`src/rtl/rsv_station_pkg.sv`:
```
// rsv_station_pkg: shared types, sizes and the entry record for the reservation station.
package rsv_station_pkg;
   localparam int RSV_CAPACITY = 8;
   localparam int NUM_WB = 2;
   typedef logic [5:0] FuncCode_t;
   typedef enum logic [1:0] {FU_ALU, FU_MUL, FU_LSU, FU_BR} FuncUnitType_t;
   typedef logic [5:0] VRegIdx_t;
   // src/src_type/src_rdy are indexed [0]=a, [1]=b, [2]=c
   typedef struct packed {
      FuncCode_t op;
      FuncUnitType_t fu_type;
      VRegIdx_t [2:0] src;
      logic [2:0] src_type;
      logic [2:0] src_rdy;
      VRegIdx_t rd;
      logic rdt;
      logic rd_valid;
   } RsvEntry_t;
endpackage

```
`src/rtl/rsv_station_if.sv`:
```
// rsv_station_if: rename alloc, writeback broadcast, dispatch ack and per-entry op vectors.
interface rsv_station_if #(
   parameter int N = rsv_station_pkg::RSV_CAPACITY,
   parameter int W = rsv_station_pkg::NUM_WB
);
   import rsv_station_pkg::*;
   logic flush;
   logic allocValid, allocReady;
   FuncCode_t allocOp;
   FuncUnitType_t allocFuType;
   VRegIdx_t allocRa, allocRb, allocRc, allocRd;
   logic [2:0] allocSrcType, allocSrcRdy;
   logic allocRdt, allocRdValid;
   logic [W-1:0] wbValid, wbRegType;
   VRegIdx_t wbReg [W];
   logic [N-1:0] dispatchAck, opValid, rdt, rdValid;
   FuncCode_t opIn [N];
   FuncUnitType_t funcUnitType [N];
   VRegIdx_t ra [N], rb [N], rc [N], rd [N];
   logic [$clog2(N+1)-1:0] count;
   logic empty;
   modport master (
      output flush, allocValid, allocOp, allocFuType, allocRa, allocRb, allocRc, allocRd,
             allocSrcType, allocSrcRdy, allocRdt, allocRdValid, wbValid, wbRegType, wbReg, dispatchAck,
      input  allocReady, opValid, opIn, funcUnitType, ra, rb, rc, rd, rdt, rdValid, count, empty
   );
   modport slave (
      input  flush, allocValid, allocOp, allocFuType, allocRa, allocRb, allocRc, allocRd,
             allocSrcType, allocSrcRdy, allocRdt, allocRdValid, wbValid, wbRegType, wbReg, dispatchAck,
      output allocReady, opValid, opIn, funcUnitType, ra, rb, rc, rd, rdt, rdValid, count, empty
   );
endinterface

```
`src/rtl/rsv_station_wakeup.sv`:
```
// rsv_wakeup: compares three source tags against every writeback port, one hit bit per source.
module rsv_wakeup #(
   parameter int NUM_WB = rsv_station_pkg::NUM_WB
) (
   input  rsv_station_pkg::VRegIdx_t [2:0] src,
   input  logic [2:0] src_type,
   input  logic [NUM_WB-1:0] wb_valid,
   input  rsv_station_pkg::VRegIdx_t wb_reg [NUM_WB],
   input  logic [NUM_WB-1:0] wb_type,
   output logic [2:0] hit
);
   always_comb begin
      hit = '0;
      for (int s = 0; s < 3; s++)
         for (int k = 0; k < NUM_WB; k++)
            hit[s] = hit[s] | (wb_valid[k] && wb_reg[k] == src[s] && wb_type[k] == src_type[s]);
   end
endmodule

```
`src/rtl/rsv_station.sv`:
```
// rsv_station: pool of op entries that wake on writeback tags and free on dispatch ack.
module rsv_station #(
   parameter int RSV_CAPACITY = rsv_station_pkg::RSV_CAPACITY,
   parameter int NUM_WB = rsv_station_pkg::NUM_WB
) (
   input logic clk,
   input logic rst,
   rsv_station_if.slave bus
);
   import rsv_station_pkg::*;
   localparam int IW = $clog2(RSV_CAPACITY);
   localparam int CW = $clog2(RSV_CAPACITY + 1);
   RsvEntry_t ent [RSV_CAPACITY];
   RsvEntry_t alloc_ent;
   logic [RSV_CAPACITY-1:0] occ, occ_n, ack_fire, alloc_hot;
   logic [2:0] hit [RSV_CAPACITY];
   logic [2:0] alloc_hit;
   logic [IW-1:0] alloc_idx;
   logic [CW-1:0] count, count_n;
   logic alloc_fire;
   always_comb begin
      alloc_idx = '0;
      for (int i = RSV_CAPACITY - 1; i >= 0; i--)
         if (!occ[i]) alloc_idx = IW'(i);
   end
   assign bus.allocReady = count != CW'(RSV_CAPACITY);
   assign bus.count = count;
   assign bus.empty = count == '0;
   assign alloc_fire = bus.allocValid && bus.allocReady;
   assign ack_fire = bus.dispatchAck & bus.opValid;
   assign alloc_hot = alloc_fire ? RSV_CAPACITY'(1) << alloc_idx : '0;
   assign occ_n = (occ & ~ack_fire) | alloc_hot;
   assign count_n = count + CW'(alloc_fire) - CW'($countones(ack_fire));
   // a tag broadcast in the alloc cycle is folded straight into the stored ready bits
   assign alloc_ent = '{
      op: bus.allocOp,
      fu_type: bus.allocFuType,
      src: {bus.allocRc, bus.allocRb, bus.allocRa},
      src_type: bus.allocSrcType,
      src_rdy: bus.allocSrcRdy | alloc_hit,
      rd: bus.allocRd,
      rdt: bus.allocRdt,
      rd_valid: bus.allocRdValid
   };
   rsv_wakeup #(.NUM_WB(NUM_WB)) u_alloc_wake (
      .src({bus.allocRc, bus.allocRb, bus.allocRa}),
      .src_type(bus.allocSrcType),
      .wb_valid(bus.wbValid),
      .wb_reg(bus.wbReg),
      .wb_type(bus.wbRegType),
      .hit(alloc_hit)
   );
   for (genvar g = 0; g < RSV_CAPACITY; g++) begin : g_ent
      rsv_wakeup #(.NUM_WB(NUM_WB)) u_wake (
         .src(ent[g].src),
         .src_type(ent[g].src_type),
         .wb_valid(bus.wbValid),
         .wb_reg(bus.wbReg),
         .wb_type(bus.wbRegType),
         .hit(hit[g])
      );
      assign bus.opValid[g] = occ[g] & (&ent[g].src_rdy);
      assign bus.opIn[g] = ent[g].op;
      assign bus.funcUnitType[g] = ent[g].fu_type;
      assign bus.ra[g] = ent[g].src[0];
      assign bus.rb[g] = ent[g].src[1];
      assign bus.rc[g] = ent[g].src[2];
      assign bus.rd[g] = ent[g].rd;
      assign bus.rdt[g] = ent[g].rdt;
      assign bus.rdValid[g] = ent[g].rd_valid;
   end
   always_ff @(posedge clk) begin
      if (rst) begin
         occ <= '0;
         count <= '0;
         for (int i = 0; i < RSV_CAPACITY; i++) ent[i] <= '0;
      end else if (bus.flush) begin
         occ <= '0;
         count <= '0;
      end else begin
         occ <= occ_n;
         count <= count_n;
         for (int i = 0; i < RSV_CAPACITY; i++)
            if (occ[i]) ent[i].src_rdy <= ent[i].src_rdy | hit[i];
         if (alloc_fire) ent[alloc_idx] <= alloc_ent;
      end
   end
   // an ack on a not-yet-ready entry is dropped; flag it so the offending dispatch unit is found
   always_ff @(posedge clk)
      if (!rst && !bus.flush)
         assert ((bus.dispatchAck & ~bus.opValid) == '0)
         else $warning("rsv_station: ack %b on non-ready entries (opValid %b) ignored", bus.dispatchAck, bus.opValid);
endmodule

```
`src/flat_wrapper.sv`:
```
// flat-port wrapper written by rule: the top's interface ports become plain ports
module rsv_station_flat import rsv_station_pkg::*;
#(
   parameter int RSV_CAPACITY = rsv_station_pkg::RSV_CAPACITY,
   parameter int NUM_WB = rsv_station_pkg::NUM_WB
)
  (clk, rst, bus_flush, bus_allocValid, bus_allocOp, bus_allocFuType, bus_allocRa, bus_allocRb, bus_allocRc, bus_allocRd, bus_allocSrcType, bus_allocSrcRdy, bus_allocRdt, bus_allocRdValid, bus_wbValid, bus_wbRegType, bus_wbReg, bus_dispatchAck, bus_allocReady, bus_opValid, bus_opIn, bus_funcUnitType, bus_ra, bus_rb, bus_rc, bus_rd, bus_rdt, bus_rdValid, bus_count, bus_empty);
  rsv_station_if #(.N((RSV_CAPACITY)), .W((NUM_WB))) bus_i ();
  input logic clk;
  input logic rst;
  input wire logic [$bits(bus_i.flush)-1:0] bus_flush;
  input wire logic [$bits(bus_i.allocValid)-1:0] bus_allocValid;
  input wire logic [$bits(bus_i.allocOp)-1:0] bus_allocOp;
  input wire logic [$bits(bus_i.allocFuType)-1:0] bus_allocFuType;
  input wire logic [$bits(bus_i.allocRa)-1:0] bus_allocRa;
  input wire logic [$bits(bus_i.allocRb)-1:0] bus_allocRb;
  input wire logic [$bits(bus_i.allocRc)-1:0] bus_allocRc;
  input wire logic [$bits(bus_i.allocRd)-1:0] bus_allocRd;
  input wire logic [$bits(bus_i.allocSrcType)-1:0] bus_allocSrcType;
  input wire logic [$bits(bus_i.allocSrcRdy)-1:0] bus_allocSrcRdy;
  input wire logic [$bits(bus_i.allocRdt)-1:0] bus_allocRdt;
  input wire logic [$bits(bus_i.allocRdValid)-1:0] bus_allocRdValid;
  input wire logic [$bits(bus_i.wbValid)-1:0] bus_wbValid;
  input wire logic [$bits(bus_i.wbRegType)-1:0] bus_wbRegType;
  input wire logic [$bits(bus_i.wbReg)-1:0] bus_wbReg;
  input wire logic [$bits(bus_i.dispatchAck)-1:0] bus_dispatchAck;
  output wire logic [$bits(bus_i.allocReady)-1:0] bus_allocReady;
  output wire logic [$bits(bus_i.opValid)-1:0] bus_opValid;
  output wire logic [$bits(bus_i.opIn)-1:0] bus_opIn;
  output wire logic [$bits(bus_i.funcUnitType)-1:0] bus_funcUnitType;
  output wire logic [$bits(bus_i.ra)-1:0] bus_ra;
  output wire logic [$bits(bus_i.rb)-1:0] bus_rb;
  output wire logic [$bits(bus_i.rc)-1:0] bus_rc;
  output wire logic [$bits(bus_i.rd)-1:0] bus_rd;
  output wire logic [$bits(bus_i.rdt)-1:0] bus_rdt;
  output wire logic [$bits(bus_i.rdValid)-1:0] bus_rdValid;
  output wire logic [$bits(bus_i.count)-1:0] bus_count;
  output wire logic [$bits(bus_i.empty)-1:0] bus_empty;
  assign bus_i.flush = bus_flush;
  assign bus_i.allocValid = bus_allocValid;
  assign bus_i.allocOp = bus_allocOp;
  assign bus_i.allocFuType = bus_allocFuType;
  assign bus_i.allocRa = bus_allocRa;
  assign bus_i.allocRb = bus_allocRb;
  assign bus_i.allocRc = bus_allocRc;
  assign bus_i.allocRd = bus_allocRd;
  assign bus_i.allocSrcType = bus_allocSrcType;
  assign bus_i.allocSrcRdy = bus_allocSrcRdy;
  assign bus_i.allocRdt = bus_allocRdt;
  assign bus_i.allocRdValid = bus_allocRdValid;
  assign bus_i.wbValid = bus_wbValid;
  assign bus_i.wbRegType = bus_wbRegType;
  assign bus_i.wbReg = {>>{bus_wbReg}};
  assign bus_i.dispatchAck = bus_dispatchAck;
  assign bus_allocReady = bus_i.allocReady;
  assign bus_opValid = bus_i.opValid;
  assign bus_opIn = {>>{bus_i.opIn}};
  assign bus_funcUnitType = {>>{bus_i.funcUnitType}};
  assign bus_ra = {>>{bus_i.ra}};
  assign bus_rb = {>>{bus_i.rb}};
  assign bus_rc = {>>{bus_i.rc}};
  assign bus_rd = {>>{bus_i.rd}};
  assign bus_rdt = bus_i.rdt;
  assign bus_rdValid = bus_i.rdValid;
  assign bus_count = bus_i.count;
  assign bus_empty = bus_i.empty;
  rsv_station #(.RSV_CAPACITY(RSV_CAPACITY), .NUM_WB(NUM_WB)) u_core (.clk(clk), .rst(rst), .bus(bus_i));
endmodule
```
`config.mk`:
```
export PLATFORM = sky130hd
export DESIGN_NAME = rsv_station_flat
export DESIGN_NICKNAME = d
export VERILOG_FILES = /design/src/rtl/rsv_station_pkg.sv /design/src/rtl/rsv_station_if.sv /design/src/rtl/rsv_station_wakeup.sv /design/src/rtl/rsv_station.sv /design/src/flat_wrapper.sv
export SDC_FILE = /design/constraint.sdc
export NUM_CORES = 1
export LEC_CHECK = 0
export BUFFER_PORTS_ARGS = -buffer_cell sky130_fd_sc_hd__buf_4
export CAP_MARGIN = 5
export CORE_MARGIN = 5
export CORE_UTILIZATION = 51
export CTS_CLUSTER_DIAMETER = 60
export DETAILED_ROUTE_END_ITERATION = 6
export MAX_ROUTING_LAYER = met4
export PLACE_DENSITY = 0.77
export REMOVE_ABC_BUFFERS = 1
export SLEW_MARGIN = 40
export SYNTH_ARGS = -nofsm -noshare
export SYNTH_HDL_FRONTEND = slang
export SYNTH_SLANG_ARGS = --single-unit
export TNS_END_PERCENT = 50
```
`constraint.sdc`:
```
create_clock -name clk -period 3.05 [get_ports clk]
set_clock_uncertainty 0.1 [all_clocks]
set_input_delay 0.1525 -clock clk [delete_from_list [all_inputs] [get_ports clk]]
set_output_delay 0.1525 -clock clk [all_outputs]
set_load 0.1 [all_outputs]
```
==> summary.md <==
| Metric | Value |
|---|---|
| Status | `finished, violations left` |
| Failing checks | `setup timing` |
| Area of the multi-input gates | `0.00730 mm2` |
| Fin. max-slew vios | `0` |
| Final period utilization | `101%` |
| Register clock-pin slew on the reported worst setup and hold paths | `~60 ps` |
| Drt pass-1 iters | `5` |
| Post-synth EDFFs | `320` |
| Register area share after synthesis | `50.4%` |
| Post-Layout Cell Count | `between 2000 and 2500` |
| CP max-delay cell | `fa_2` |
| Synth-to-layout area growth | `17.1%` |
| WP data arrival | `about 3500 ps` |
| Most frequent cells in the layout | `buf_4 (429), xnor2_1 (344), edfxtp_1 (320)` |
| # clock sinks | `332` |
| Vias per cell | `5.49` |
| H-Tree Depth | `2` |
| Setup TNS | `-29.5 ps` |
| Initial antenna violation count | `2` |
| Maximum vdd drop | `slightly below 0.6 mV` |
| HP Class | `primary input to register` |
| Adder-cell share of the synthesized area | `1.13%` |
| Global-route wire length before repair | `approximately 89000 um` |
| Leak Pwr | `0.00853 uW` |
| Vias in the first global route | `approximately 14000` |
| Placed instance area | `0.0210 mm2` |
| Storage cell area | `roughly 0.0098 mm2` |
| Commonest non-fill, non-tap cell in the layout | `buf_4` |
| Clock root buffer | `clkbuf_16` |
| Mapped Cells | `1706` |
| Largest net degree at the start of global routing | `43` |
| Net count, final | `roughly 1900` |
| Synth unique cells | `41` |
| Max-Cap Viols | `0` |
| Row count | `between 70 and 80` |
| DR iter-0 viols | `1028` |
| Core Area | `0.0378 mm2` |
| Port bufs | `353` |
| Share of cells above drive strength 1 | `28.0%` |
| Power, Total | `12900 uW` |
| WP data required | `3430 ps` |
| Die height | `206 um` |
| Final setup fails | `1` |
| Worst setup margin | `-29.5 ps` |
| Vias | `13200` |
| Final Util | `between 60% and 70%` |
| Total Wirelength | `61500 um` |
| Synth Area per Inst | `11.4 um2` |
| CTS max path bufs | `3` |
| Starting Density | `between 50% and 60%` |
| PwrDens | `566 mW/mm2` |
| # placed instances | `2270` |
| Fillers | `2908` |
| Worst skew pair latency | `550 ps` |
| Dpl hpwl | `between 40000 and 50000 um` |
| F_max | `325 MHz` |
| XOR/XNOR Fraction of Synth Area | `roughly 17%` |
| Crit-path max cell delay | `550 ps` |
| Slew HR | `54.0%` |
| DRC | `0` |
| TritonCTS clock tree | `built` |
| Critical path class | `register to register` |
| Final ANT Viol Nets | `0` |
| Largest delay contributor family on the critical path | `adder cells` |
| Max FO, Critical Path | `2` |
| Congestion Overflow GR | `0` |
| Num ports | `354` |
| Total GRT Usage | `29.5%` |
| Worst slew pin tran | `690 ps` |
| CP Capture Type | `register` |
| Ys Warns | `0` |
| FF+latch count, synth | `332` |
| Placer Congestion | `0.901` |
| Post-route cell area | `0.0229 mm2` |
| CP cell instances | `and4_1, and2_4, ha_4, fa_1, fa_2, inv_2, fa_2, ha_4, xnor2_2, xnor2_1, nor3_1` |
| Ys flop type | `edfxtp_1` |
| Combinational family with the most area after synthesis | `XOR/XNOR gates` |
| Post-synthesis mux area share | `0.154%` |
| Simple-Gate Fraction of Synth Area | `roughly 16%` |
| Die area | `0.0423 mm2` |
| WL per Instance | `25.6 um` |
| Startpoint types | `register` |
| Compound-cell area share of the yosys netlist | `under 10%` |
| Synth Cell Area | `0.0195 mm2` |
| Minimum clock period after layout | `3080 ps` |
| RSZ-0062 raised after global routing | `true` |
| Hold Violations, Final | `0` |
| Synth async-reset ratio | `0%` |
| Die width | `206 um` |
| Crit path buffers/inverters | `1` |
| Number of CTS-inserted buffers | `38` |
[cell families after synthesis]
kind of cell,Yosys count
AOI/OAI and AO/OA,49
xor gates and xnor gates,381
muxes,3
adders and majority gates,14
and+or+nand+nor,540
DFF,332
buffers and inverters,387
[synth_stat cells (all sizes together), types with 8 or more instances]
cell    instances  area, um2
xnor2         345       3020
buf           316       2250
dfxtp          12        240
o22ai          21        131
clkbuf         57        220
xor2           36        315
nor3           28        145
ha              8        100
inv            14       52.6
nand4         101        632
edfxtp        320       9610
and4            8       70.1
nor4            8       56.3
a21o           10       75.1
nand2          13       48.8
and2          307       1920
nor2           56        210
[sequential cells by signal, summed over array words and instances (netlist names)]
name	count
u_core.bus.count	4
u_core.occ	8
u_core.ent	320
[path summary, 6_finish.rpt]
path,from,slack [ps],depth (start not counted),to
hold / removal,bus_allocSrcRdy[2],60,4,u_core.ent[5][10]
setup reg to reg,u_core.ent[5][10],-30,11,u_core.bus.count[3]
setup / recovery,u_core.ent[5][10],-30,11,u_core.bus.count[3]
hold reg to reg,u_core.occ[6],510,3,u_core.occ[6]
[worst register-to-register path, cell delays in order, from the launching register on]
cell	delay [ps]
edfxtp_1	390
and4_1	230
and2_4	170
ha_4	160
fa_1	500
fa_2	550
inv_2	40
fa_2	350
ha_4	180
xnor2_2	120
xnor2_1	120
nor3_1	120
[routing by layer]
metal | GRT usage (%) | wire length (um) | up-vias
met1 | 35.3 | 23200 | 6536
met2 | 47.3 | 29300 | 702
met4 | 10.8 | 2300 | 0
li1 | - | - | 5781
met5 | - | 0 | -
met3 | 9.00 | 6700 | 156
[final cells by class]
type	instances	share of cell area [%]
Clock inverter	24	0.876
Timing Repair Buffer	483	16.7
Sequential cell	332	43.1
Antenna cell	1	0.0109
Tap cell	511	2.80
Inverter	14	0.230
Multi-Input combinational cell	987	31.9
Clock buffer	46	4.38
[stage by stage]
stage,hold slack [ps],setup WS [ps]
2_1_floorplan,129,-2070
3_3_place_gp,281,-229
3_5_place_dp,281,-302
4_1_cts,8.62,-33.6
5_1_grt,34.4,-114
6_report,57.7,-29.5
[report_power, final]
part | leakage (uW) | switching, uW | total (uW) | internal, uW
Sequential | 0.00331 | 188 | 5410 | 5220
Clock | 0.000583 | 1890 | 4420 | 2530
Combinational | 0.00463 | 2290 | 3120 | 826
Total | 0.00853 | 4370 | 12900 | 8580
[repair_timing]
action,in CTS,in global routing
hold endpoints to repair,308,0
resized for setup,15,1
endpoints found under the setup margin,2,1
setup buffers,5,4
pin swaps,8,7
hold buffers,48,0
No activity file was read; power rests on OpenSTA's default activity.
